==> src/rtl/text_port_arbiter.sv <==
// Text-buffer write port arbiter: round-robin between two requesters plus an optional
// whole-buffer fill engine, compiled in when TEXT_ARB_FILL_EN is defined.
module text_port_arbiter #(
    parameter int NUM_CELLS = 1920
) (
    input  logic        Clock,
    input  logic        Reset,
    input  logic        ReqA,
    input  logic [12:0] AddrA,
    input  logic [17:0] DataA,
    output logic        AckA,
    input  logic        ReqB,
    input  logic [12:0] AddrB,
    input  logic [17:0] DataB,
    output logic        AckB,
    input  logic        FillStart,
    input  logic [17:0] FillData,
    output logic        FillBusy,
    output logic [12:0] WAddr,
    output logic [17:0] WData,
    output logic        Write
);

    localparam logic [12:0] LAST_ADDR = 13'(NUM_CELLS - 1);
    localparam logic [13:0] CELL_LIM  = 14'(NUM_CELLS);

    typedef enum logic {IDLE, FILL} state_t;

    state_t      state_q;
    logic        write_q;
    logic [12:0] waddr_q;
    logic [17:0] wdata_q;
    logic        acka_q;
    logic        ackb_q;
    logic        last_b_q;

    logic        elig_a_d;
    logic        elig_b_d;
    logic        grant_a_d;
    logic        grant_b_d;
    logic        grant_d;
    logic [12:0] sel_addr_d;
    logic [17:0] sel_data_d;
    logic        in_range_d;
    logic        fill_go_d;

    // A requester being acked this cycle sits out, so a lone requester gets every other slot.
    always_comb begin
        elig_a_d   = ReqA && !acka_q;
        elig_b_d   = ReqB && !ackb_q;
        grant_a_d  = elig_a_d && (!elig_b_d || last_b_q);
        grant_b_d  = elig_b_d && !grant_a_d;
        grant_d    = grant_a_d || grant_b_d;
        sel_addr_d = grant_a_d ? AddrA : AddrB;
        sel_data_d = grant_a_d ? DataA : DataB;
        in_range_d = {1'b0, sel_addr_d} < CELL_LIM;
`ifdef TEXT_ARB_FILL_EN
        fill_go_d  = FillStart;
`else
        fill_go_d  = 1'b0;
`endif
    end

`ifdef TEXT_ARB_FILL_EN
    logic busy_q;
    assign FillBusy = busy_q;
`else
    logic unused_fill;
    assign unused_fill = ^{FillStart, FillData};
    assign FillBusy    = 1'b0;
`endif

    always_ff @(posedge Clock) begin
        if (Reset) begin
            state_q  <= IDLE;
            write_q  <= 1'b0;
            waddr_q  <= '0;
            wdata_q  <= '0;
            acka_q   <= 1'b0;
            ackb_q   <= 1'b0;
            last_b_q <= 1'b1;
`ifdef TEXT_ARB_FILL_EN
            busy_q   <= 1'b0;
`endif
        end else begin
            case (state_q)
                IDLE: begin
                    if (fill_go_d) begin
                        // Fill wins over requests; the first fill write goes out next cycle.
                        state_q <= FILL;
                        write_q <= 1'b1;
                        waddr_q <= '0;
                        wdata_q <= FillData;
                        acka_q  <= 1'b0;
                        ackb_q  <= 1'b0;
`ifdef TEXT_ARB_FILL_EN
                        busy_q  <= 1'b1;
`endif
                    end else begin
                        acka_q  <= grant_a_d;
                        ackb_q  <= grant_b_d;
                        write_q <= grant_d && in_range_d;
                        if (grant_d && in_range_d) begin
                            waddr_q <= sel_addr_d;
                            wdata_q <= sel_data_d;
                        end
                        if (grant_d) begin
                            last_b_q <= grant_b_d;
                        end
                    end
                end
`ifdef TEXT_ARB_FILL_EN
                FILL: begin
                    acka_q <= 1'b0;
                    ackb_q <= 1'b0;
                    if (waddr_q == LAST_ADDR) begin
                        state_q <= IDLE;
                        write_q <= 1'b0;
                        busy_q  <= 1'b0;
                    end else begin
                        write_q <= 1'b1;
                        waddr_q <= waddr_q + 13'd1;
                    end
                end
`endif
                default: begin
                    state_q <= IDLE;
                    write_q <= 1'b0;
                    acka_q  <= 1'b0;
                    ackb_q  <= 1'b0;
                end
            endcase
        end
    end

    assign Write = write_q;
    assign WAddr = waddr_q;
    assign WData = wdata_q;
    assign AckA  = acka_q;
    assign AckB  = ackb_q;

endmodule

==> config.mk <==
export PLATFORM = sky130hd
export DESIGN_NAME = text_port_arbiter
export DESIGN_NICKNAME = d
export VERILOG_FILES = /design/src/rtl/text_port_arbiter.sv
export SDC_FILE = /design/constraint.sdc
export NUM_CORES = 1
export LEC_CHECK = 0
export ABC_AREA = 1
export ABC_CLOCK_PERIOD_IN_PS = 4200
export CAP_MARGIN = 20
export CELL_PAD_IN_SITES_DETAIL_PLACEMENT = 1
export CELL_PAD_IN_SITES_GLOBAL_PLACEMENT = 2
export CORE_ASPECT_RATIO = 0.8
export CORE_MARGIN = 8
export CORE_UTILIZATION = 19
export CTS_BUF_LIST = sky130_fd_sc_hd__clkbuf_4
export DETAILED_ROUTE_END_ITERATION = 10
export GPL_TIMING_DRIVEN = 1
export PLACE_DENSITY = 0.95
export SYNTH_ARGS = -nofsm -noshare
export SYNTH_HDL_FRONTEND = slang
export SYNTH_SLANG_ARGS = --single-unit
==> constraint.sdc <==
create_clock -name Clock -period 4.2 [get_ports Clock]
set_input_delay 0.42 -clock Clock [delete_from_list [all_inputs] [get_ports Clock]]
set_output_delay 0.42 -clock Clock [all_outputs]
set_load 0.005 [all_outputs]
Word-level counts from Yosys, hierarchy flattened
Index checks and enable logic that the tools add are counted.

Word-level logic and storage cells: 20. Flip-flop bits (word level): 35. Output and inout bits: 35.

Muxes and demuxes: 2. Order comparisons: 1. Reduce and logical (&&, ||, !) cells: 11.

Operators with widths (count): $mux W18 (1); $lt A13 B11 Y1 const B (1); $mux W13 (1); $logic_and A1 B1 Y1 (5); $logic_not A1 Y1 (4); $logic_or A1 B1 Y1 (2).

Logic depth before layout (Yosys ltp)
Depth after elaboration: 9. Gate-level depth with buffers: 12. Gate-level depth less buffers: 10.

Worst setup path after synthesis
No wires, ideal clock.

Kind: input port to flip-flop. Start point: in ReqA. End point: reg waddr_q[0], in the netlist WAddr[0]. Stages: 11. Path buffers: 2. Slack: 2.664 ns. Arrival: 1.421 ns. Cells stage by stage: inv_1 > nor2_4 > nand2_2 > buf_6 > nand2_1 > nand2_1 > nor2_2 > nand2_2 > buf_4 > a21oi_1 > nor2_1.

Longest elaborated chain between the ends: 6. Elaborated cells on any way between the ends: 8. Classes of those cells: 1 x order compare; 1 x mux; 6 x reduce/logical.

RTL lines: from (decl) (line 8) `input logic ReqA,`; $logic_and A1 B1 Y1 (*) (line 49) `elig_a_d = ReqA && !acka_q;`; $logic_and A1 B1 Y1 (*) (line 51) `grant_a_d = elig_a_d && (!elig_b_d || last_b_q);`; parallel branches: the longest is 4 deep, another holds $lt A13 B11 Y1; to (signal assigned) (line 104) `waddr_q <= sel_addr_d;`; to (decl) (line 31) `logic [12:0] waddr_q;`.

Mark *: on every way between the ends. A chain may end at the register's enable or synchronous reset.

Worst setup path in the final report
Start point: in ReqA. End point: reg waddr_q[12], in the netlist WAddr[12].

Same word-level chain as after synthesis.

==> run summary <==
status - finished clean
Mapped Area - 1970 um^2
DP Area - 3040 um^2
#FFs+latches synth - 35
share of layout cells above drive strength 1 - 4.46%
final instance area - 3090 um^2
largest net degree at the start of global routing - 52
clk sink count - 35
Hold Crit Class - reg -> reg
Fin Setup TNS - 0 ps
Setup Fix Bufs, Post-CTS - 0
# setup viols final - 0
GRT Overall Usage - 10.6%
H-Tree Depth - 2
Worst Setup Start Kind - input port
global route overflow - 0
first-pass GRT wire length - 12100 um
initial antenna violation count - 1
Max Slew Vio Count - 0
Max VDD drop - 0.0763 mV
hold_sp - WAddr[10]$_SDFFE_PP0P_
via count - 2251
worst hold endpoint - WAddr[10]$_SDFFE_PP0P_
Critical-path top delay cell - nand2_2
Final GP Congestion - 0.770
P&R area growth vs syn - 56.4%
DRC - 0
Cell Pwr Density - 263 nW/um^2
vias in the first global route - 2426
drt first pass iters - 4
final worst path period share - 66.8%
Worst-Skew Late Latency - 320 ps
number of max-cap violations - 0
via density per instance - 4.13
die area - 13900 um^2
syn_nets - 402
Worst R2R End - WAddr[12]$_SDFFE_PP0P_
r2r worst-path depth - 9
critical-path cell list - clkdlybuf4s50_1 > inv_1 > nor2_4 > buf_4 > nand3b_1 > nand2_1 > nor2_2 > nand2_2 > nand2_1 > nand2_1 > nor2_1
core footprint - 10200 um^2
Final min period - 2810 ps
RSZ-0062 raised after global routing - false
syn avg cell area - 6.23 um^2
final antenna-violating net count - 0
final hold vios - 0
FF-to-FF Start - AckA$_SDFF_PP0_
worst path arrival time - 3020 ps
Longest Clk Path Bufs - 2
Starting Density - 19.4%
CTS hold repair buffers - 0
worst-margin pin slew - 994 ps
count of cell types in the netlist - 19
number of DRC markers in iteration 0 - 100
Top Family by Delay on Critical Path - simple AND/OR/NAND/NOR gates
achievable clock frequency - 0.356 GHz
Slew headroom - 33.7%
most frequent cells in the layout - 99 x clkdlybuf4s50_1, 95 x nand2_1, 51 x nand3_1, 39 x inv_1, 35 x dfxtp_1
R2R setup slack - 1630 ps
critical path class - in -> reg
Worst EP required - 4420 ps
clock skew - 7.38 ps
die width - 130 um
CP Max Fanout - 51
Resized cells post-CTS - 0
CP endpoint kind - flop
fill cell count - 1309
PortBufs - 99
clk root buf - clkbuf_4
Post-Syn Instances - 317
Num CTS Buffers - 5
Placement Rows - 33
clk slew on worst S/H paths - 110 ps
yosys warns - 0
Critical path buffers and inverters - 3
IO Count - 120
hold path depth - 2
post-DR wirelength/cell - 13.3 um
most used cell, CP - nand2_1
P_leak - 1.38 nW
largest stage delay on the critical path - 650 ps
Final nets - 489
CTS tree - built
commonest non-fill, non-tap cell in the layout - clkdlybuf4s50_1
sequential area share after synthesis - 35.5%
Detailed Route WL - 7240 um
chip height - 107 um
dpl hpwl - 5560 um
==> cells in the mapped netlist <==
cell type   n  share of area [%]
o211ai_1    1               0.38
nand2_1    95                 18
nand3b_1    3                1.1
o22ai_4     1                1.0
nand2_2     2               0.63
conb_1      1               0.19
nor2_4      1               0.57
nor2_1     32                6.1
nand3_1    51                 13
buf_2      10                2.5
or2_2       2               0.63
buf_6       4                2.3
buf_4       4                1.5
nor2_2      1               0.32
clkbuf_1    5               0.95
dfxtp_1    35                 35
inv_1      39                7.4
a21oi_1    29                7.4
nand3_2     1               0.51
==> report_power, final <==
part / internal, W / total (W) / switching (W)
clock network: 0.0000595 / 0.000171 / 0.000112
logic: 0.000145 / 0.000272 / 0.000127
registers: 0.000357 / 0.000370 / 0.0000126
total: 0.000561 / 0.000813 / 0.000252
==> worst reg2reg max path: cells and delay by family (launching register included) <==
family / cells / cell delay [ps]
buf+inv: 1 / 340
simple gates: 8 / 1760
flops: 1 / 360
==> metal layers <==
| layer | vias to the layer above | part of all wire, % | global-route usage, % |
|---|---|---|---|
| li1 | 1154 | - | - |
| met1 | 1027 | 47 | 12.3 |
| met2 | 68 | 46 | 18.6 |
| met3 | 2 | 6.7 | 2.83 |
| met4 | 0 | 0.70 | 2.98 |
| met5 | - | 0 | 0 |
==> sequential cells by signal (all words and copies together) (netlist names) <==
signal,count
Write,1
WAddr,13
AckA,1
AckB,1
WData,18
last_b_q,1
==> cells by family (layout without fill, tap and decap cells) <==
logic type      after synthesis  in the layout  synth area share (%)
compound gates               31             31                  8.75
flops                        35             35                  35.5
buf+inv                      62            149                  14.7
simple gates                188            188                  40.9
other cells                   1              2                 0.190
==> worst max path at each step <==
| stage | from | endpoint | slack (ps) | depth (start not counted) |
|---|---|---|---|---|
| finish | ReqA | WAddr[12]$_SDFFE_PP0P_ | 1390 | 11 |
| global route | ReqA | WAddr[12]$_SDFFE_PP0P_ | 1180 | 11 |
| global placement | ReqA | WAddr[12]$_SDFFE_PP0P_ | 1200 | 11 |
| floorplan | ReqA | WAddr[0]$_SDFFE_PP0P_ | 2660 | 11 |
| detailed placement | ReqA | WAddr[12]$_SDFFE_PP0P_ | 1040 | 11 |
| CTS | ReqA | WAddr[12]$_SDFFE_PP0P_ | 1420 | 11 |
==> cell type report <==
cell class	instances	area, um^2	share of cell area [%]
inverter	39	146	4.74
clock buffer	5	37.5	1.22
tap	140	175	5.67
clock inverter	2	8.76	0.284
antenna	1	2.50	0.0810
timing repair buffer	103	1030	33.5
multi-input combinational	220	983	31.8
sequential	35	701	22.7
==> metrics by stage <==
step	hold slack [ps]	power, W	utilization (%)	worst slack (ps)	std cells
2_1_floorplan	435	0.000515	-	2660	317
3_3_place_gp	429	0.000649	29.8	1200	537
3_5_place_dp	438	0.000655	29.8	1040	537
4_1_cts	456	0.000835	30.3	1420	544
5_1_grt	486	0.000875	30.3	1180	545
6_report	451	0.000813	30.3	1390	545
Note: power is estimated with default switching activity, not from simulation.
